`src/rtl/led_matrix_scanner.sv`:
```
// Column-multiplexed LED matrix scanner with frame-latched glyph select.
// Define LED_SCAN_BLINK_EN to build the optional frame-rate blink gate.
module led_matrix_scanner #(
  parameter int COLS         = 5,
  parameter int ROWS         = 7,
  parameter int NUM_GLYPHS   = 4,
  parameter int DIV          = 1,
  parameter int BLINK_FRAMES = 64,
  localparam int SW = (NUM_GLYPHS > 1) ? $clog2(NUM_GLYPHS) : 1,
  parameter logic [NUM_GLYPHS*COLS*ROWS-1:0] GLYPH_ROM = {
    35'd0,
    7'h06, 7'h36, 7'h3E, 7'h3E, 7'h00,
    7'h00, 7'h6E, 7'h6E, 7'h6E, 7'h00,
    7'h00, 7'h3E, 7'h3E, 7'h3E, 7'h00
  }
) (
  input  logic            CLK,
  input  logic            RST_N,
  input  logic            en,
  input  logic [SW-1:0]   sel,
  input  logic            blink,
  output logic [COLS-1:0] col_o,
  output logic [ROWS-1:0] row_o,
  output logic            frame_o
);

  localparam int CW = $clog2(COLS);
  localparam int PW = (DIV > 1) ? $clog2(DIV) : 1;

  logic [PW-1:0]   r_presc;
  logic [CW-1:0]   r_cidx;
  logic [SW-1:0]   r_sel_q;
  logic            w_sof;
  logic            w_last;
  logic            w_dark;
  logic [SW-1:0]   w_sel;
  logic [ROWS-1:0] w_rom;

  assign w_sof  = en && (r_cidx == '0) && (r_presc == '0);
  assign w_last = (r_presc == PW'(DIV - 1));
  assign w_sel  = w_sof ? sel : r_sel_q;

  // Out-of-range selects match no entry and fall through to a dark row.
  always_comb begin
    w_rom = '0;
    for (int g = 0; g < NUM_GLYPHS; g++) begin
      for (int c = 0; c < COLS; c++) begin
        if (w_sel == SW'(g) && r_cidx == CW'(c)) begin
          w_rom = GLYPH_ROM[(g*COLS+c)*ROWS +: ROWS];
        end
      end
    end
  end

  always_ff @(posedge CLK or negedge RST_N) begin
    if (!RST_N) begin
      r_presc <= '0;
      r_cidx  <= '0;
      r_sel_q <= '0;
    end else if (en) begin
      if (w_sof) r_sel_q <= sel;
      if (w_last) begin
        r_presc <= '0;
        r_cidx  <= (r_cidx == CW'(COLS - 1)) ? '0 : r_cidx + 1'b1;
      end else begin
        r_presc <= r_presc + 1'b1;
      end
    end
  end

`ifdef LED_SCAN_BLINK_EN
  localparam int FW = (BLINK_FRAMES > 1) ? $clog2(BLINK_FRAMES) : 1;

  logic [FW-1:0] r_fcnt;
  logic          r_phase;
  logic          r_phase_q;
  logic          r_blink_q;

  // Phase and request are frozen per frame so a frame is lit or dark whole.
  always_ff @(posedge CLK or negedge RST_N) begin
    if (!RST_N) begin
      r_fcnt    <= '0;
      r_phase   <= 1'b0;
      r_phase_q <= 1'b0;
      r_blink_q <= 1'b0;
    end else if (w_sof) begin
      r_blink_q <= blink;
      r_phase_q <= r_phase;
      if (r_fcnt == FW'(BLINK_FRAMES - 1)) begin
        r_fcnt  <= '0;
        r_phase <= ~r_phase;
      end else begin
        r_fcnt <= r_fcnt + 1'b1;
      end
    end
  end

  assign w_dark = w_sof ? (blink & r_phase) : (r_blink_q & r_phase_q);
`else
  logic w_unused_blink;
  assign w_unused_blink = blink;
  assign w_dark = 1'b0;
`endif

  always_ff @(posedge CLK or negedge RST_N) begin
    if (!RST_N) begin
      col_o   <= '0;
      row_o   <= '0;
      frame_o <= 1'b0;
    end else if (en) begin
      col_o   <= COLS'(1) << r_cidx;
      row_o   <= w_dark ? '0 : w_rom;
      frame_o <= w_sof;
    end else begin
      col_o   <= '0;
      row_o   <= '0;
      frame_o <= 1'b0;
    end
  end

endmodule

```
`config.mk`:
```
export PLATFORM = sky130hd
export DESIGN_NAME = led_matrix_scanner
export DESIGN_NICKNAME = d
export VERILOG_FILES = /design/src/rtl/led_matrix_scanner.sv
export SDC_FILE = /design/constraint.sdc
export NUM_CORES = 1
export LEC_CHECK = 0
export CORE_MARGIN = 2
export CORE_UTILIZATION = 35
export DETAILED_ROUTE_END_ITERATION = 6
export HOLD_SLACK_MARGIN = 0.05
export SKIP_LAST_GASP = 1
export SYNTH_ARGS = -nofsm -noshare
export SYNTH_HDL_FRONTEND = slang
export SYNTH_SLANG_ARGS = --single-unit
```
`constraint.sdc`:
```
create_clock -name CLK -period 2.3 [get_ports CLK]
set_clock_uncertainty 0.1 [all_clocks]
set_input_delay 0.69 -clock CLK [delete_from_list [all_inputs] [get_ports CLK]]
set_output_delay 0.69 -clock CLK [all_outputs]
set_load 0.005 [all_outputs]
```
### Word-level counts from Yosys, hierarchy flattened

Cells that the tools add are included.
W data, S select, Z words.

* ROM bits: 0
* input bits: 6
* register bits after elaboration: 19
* latch bits: 0
* memories kept: 0
* RAM bits: 0

* multiply operators: 0
* reductions and logical operators: 24
* mux-type cells: 25
* eq/ne operators: 7
* add/subtract/negate cells: 2
* $lt $le $gt $ge: 0
* shift operators: 1
* bitwise operators: 1
* divide/modulo/power cells: 0

Operator list (count)
* $mux W7: 16
* $mux W6: 4
* $logic_and A1 B1 Y1: 21
* $eq A3 B2 Y1 const B: 2
* $mux W5: 1
* $shl A1 B3 Y5 const A: 1
* $eq A2 B2 Y1 const B: 2
* $add A3 B1 Y3 const B: 1
* $eq A3 B1 Y1 const B: 1
* $eq A3 B3 Y1 const B: 1
* $logic_not A3 Y1: 1
* $mux W3: 1
* $eq A2 B1 Y1 const B: 1
* $logic_not A2 Y1: 1
* $mux W1: 2
* $mux W2: 1
* $reduce_and A2 Y1: 1
* $add A1 B1 Y1 const B: 1
* $not A1 Y1: 1

### Depth between registers and ports, before layout

* depth after elaboration: 26
* gate-level depth with buffers: 5
* gate-level depth less buffers: 5

### Worst setup path after synthesis

Ideal clock, no wire load.

* path type: register to register
* start: register r_cidx[0]
* end: register row_o[3]
* required time: 2059 ps
* arrival time: 1528 ps
* setup time: 141 ps
* cell stages (with the launch flop): 6
* slack: 531 ps
* cell sequence: dfrtp_1 -> ha_1 -> ha_1 -> or3_1 -> a32oi_1 -> o32ai_2

* cells in the longest elaborated chain, start to end: 26
* elaborated cells between the ends (all ways): 51
* those cells by class: eq/ne (7); mux (21); reduce/logical (23)

RTL lines
* start, declared: RTL line 31 `logic [CW-1:0] r_cidx;`
* start signal, assigned: RTL line 64 `r_cidx <= (r_cidx == CW'(COLS - 1)) ? '0 : r_cidx + 1'b1;`
* $logic_not A3 Y1: RTL line 39, 48
* $logic_and A1 B1 Y1 (2 in series): RTL line 39 `assign w_sof = en && (r_cidx == '0) && (r_presc == '0);`
* $mux W2
* $logic_not A2 Y1: RTL line 48 `if (w_sel == SW'(g) && r_cidx == CW'(c)) begin`
* $logic_and A1 B1 Y1: RTL line 48
* $mux W6 (4 in series): RTL line 48
* $mux W7 (14 in series): RTL line 48
* $mux W7 *: RTL line 48
* $mux W7 *: RTL line 110 `end else if (en) begin`
* end signal, assigned: RTL line 112 `row_o <= w_dark ? '0 : w_rom;`
* end, declared: RTL line 23 `output logic [ROWS-1:0] row_o,`

Mark *: on every way between the ends. The rest lies on a longest branch, timed or not.
A chain may end at the register's enable or synchronous reset.

### Final worst setup path

Same ends and word-level chain as after synthesis.

==> results.cfg <==
[critical_path]
worstPathRequired_ps = 2360
worst-path-max-fanout = 6
worst-endpoint-arrival_ps = 2000
critical_path_class = flop to flop
endpoint_kind = flop
critical_path.startpoint_type = flop

[placed_design]
port-buffer-count = 16
placed_cell_area_um2 = 923
post-dp-hpwl_um = 965
detailedPlace.worstSlack_ps = 71.2
gp_routability_congestion = 0.721

[power]
p_clk_frac = 0.170
power.share.combinational = 0.435
power.static_leakage_nw = 0.466
sequential_group_share_of_total_power = 0.395
power_per_cell_area_nw_per_um2 = 1130
total_power_w = 0.00109
internal-power_w = 0.000743
ir_drop_v = 0.000490
sw_frac_of_total = 0.316
netSwitchingPower_w = 0.000343

[route]
dr.pass1.iters = 2
routed_wire_length_per_instance_um = 12.0
dr_total_vias = 507
drc = 0
drt_iter0_drc = 1
detail_route.wirelength_um = 1270
ant_nets = 0
via_per_inst = 4.78

[clock_network]
cts_resized = 0
numCtsBuffers = 3
cts.sink_count = 16
cts_hold_buffers = 0
tritoncts = done
cts_buffer_depth = 2
post_cts_setup_driven_buffer_insertion_count = 0
clock_latency_ps = 280
ctsHtreeMaxLevel = 1
clock_slew_seen_by_the_registers_of_the_worst_setup_and_hold_paths_ps = 90
cts-root-buf = sky130_fd_sc_hd__clkbuf_4

[floorplan]
die_width_um = 49.6
start_util = 0.371
die_h_um = 49.6
floorplan.io_pins = 19
die_area_um2 = 2460
coreArea_um2 = 1960
rows = 16

[synth]
postSynth.topFlopCell = sky130_fd_sc_hd__dfrtp_1
synth_fp_nets = 70
postSynthAreaPerCell_um2 = 12.3
synth_seq_area_share = 0.551
synth-edff-count = 0
syn_area_um2 = 727
post_synth_main_area_contributors = sky130_fd_sc_hd__dfrtp_1 55%, sky130_fd_sc_hd__ha_1 8.6%, sky130_fd_sc_hd__mux2_4 4.1%
netlist_top_cells_count = 16 x sky130_fd_sc_hd__dfrtp_1, 6 x sky130_fd_sc_hd__inv_1, 5 x sky130_fd_sc_hd__ha_1, 4 x sky130_fd_sc_hd__o21ai_0, 3 x sky130_fd_sc_hd__and2_1
post_synth_inst_count = 59
ys_seq_elements = 16
yosysTopAreaCellShare = 0.551
synth_most_common_cell = sky130_fd_sc_hd__dfrtp_1
yosysTopAreaCell = sky130_fd_sc_hd__dfrtp_1
yosys_warnings = 0
synth.lib_cells_used.distinct = 24
share_of_flip_flops_with_an_asynchronous_set_or_reset_after_synthesis = 1.00

[layout]
fill_cells = 196
antenna_cells = 0
multiInputGateArea_um2 = 284
post_route_cells_drive_above_1_share = 0.165
area_overhead_vs_synth_pct = 32.0
sequential_cell_area_um2 = 400
finish.net_count = 91
final_design_area_no_fill_um2 = 960

[global_route]
grt_antenna_before_repair = 0
grt_pass1_vias = 527
globalRoute.totalOverflow = 0
grtUsageTotal = 0.127
grt_start_max_net_pins = 17
wire_length_of_the_first_global_routing_pass_um = 2340

[sta]
setup_slack_ps = 359
maxSlewViolCount = 0
final_min_period_ps = 1940
layout_worst_path_cycle_share = 0.844
setup_violations = 0
unrepaired_setup_endpoints_after_global_routing = false
finalHoldViolations = 0
fmax_mhz = 515
timing.setup.tns_ps = 0
final.hold.worst_slack_ps = 411

[min_path]
timing.hold.worst.class = flop to flop

[run_status]
status = completed

[job]
max_cap_violations = 0
## cells by family after synthesis
kind of cell | synth area share
AO/OA/AOI/OAI | 0.0964
adder cells (fa/ha/maj) | 0.0861
buffers and inverters | 0.0585
flip-flops | 0.551
multiplexers | 0.0568
other | 0.00516
AND/OR/NAND/NOR | 0.146
## flip-flops by register name, indices dropped and copies added, names as in the netlist
register / count
row_o: 5
r_cidx: 3
frame_o: 1
col_o: 5
r_sel_q: 2
## power by group through the flow
stage / registers (W) / clock network, W / logic (W)
floorplan: 0.000435 / 0 / 0.000276
global placement: 0.000430 / 0 / 0.000470
detailed placement: 0.000436 / 0 / 0.000476
CTS: 0.000430 / 0.000189 / 0.000478
global route: 0.000442 / 0.000207 / 0.000537
finish: 0.000429 / 0.000184 / 0.000472
## worst max-delay path, stage by stage, from the launching register on
cell                      delay (ps)
sky130_fd_sc_hd__dfrtp_1         410
sky130_fd_sc_hd__ha_1            210
sky130_fd_sc_hd__ha_1            240
sky130_fd_sc_hd__or3_1           370
sky130_fd_sc_hd__a32oi_1         360
sky130_fd_sc_hd__o32ai_2         130
## worst paths after layout
check	start	endpoint	slack (ps)	cells past startpoint
worst max-delay path	r_cidx[0]	row_o[3]	360	5
worst min-delay path	r_sel_q[0]	row_o[5]	410	1
worst max register to register	r_cidx[0]	row_o[3]	360	5
worst min register to register	r_sel_q[0]	row_o[5]	410	1
max in group asynchronous	RST_N	r_cidx[0]	1310	2
min in group asynchronous	RST_N	col_o[0]	610	2
## routing by layer
metal  global-route usage  vias to the layer above  share of wire
li1                     -                      239              -
met1                0.162                      251           0.46
met2                0.198                       13           0.48
met3               0.0303                        4          0.043
met4               0.0694                        0          0.017
met5                    0                        -              0
## final cells by class
cell class                 count  area share
sequential                    16       0.417
tap                           27      0.0352
timing repair buffer          19       0.190
inverter                       6      0.0235
clock buffer                   4      0.0378
multi-input combinational     34       0.296
## per-stage QoR
stage,util,cells
final,0.489,106
after global routing,0.489,106
after CTS,0.489,106
after detailed placement,0.471,102
after global placement,0.471,102
after floorplan,-,59
## cells in the final DEF (no fill, tap or decap), types with 2 or more instances in the layout
cell	n
sky130_fd_sc_hd__dfrtp_1	16
sky130_fd_sc_hd__clkdlybuf4s50_1	16
sky130_fd_sc_hd__inv_1	6
sky130_fd_sc_hd__ha_1	5
sky130_fd_sc_hd__o21ai_0	4
sky130_fd_sc_hd__and2_1	3
sky130_fd_sc_hd__clkbuf_4	3
sky130_fd_sc_hd__buf_4	3
sky130_fd_sc_hd__nand2_1	2
sky130_fd_sc_hd__nor2_1	2
sky130_fd_sc_hd__a311oi_1	2
sky130_fd_sc_hd__mux2_4	2
sky130_fd_sc_hd__nand3_1	2
(Power assumes the default switching activity.)
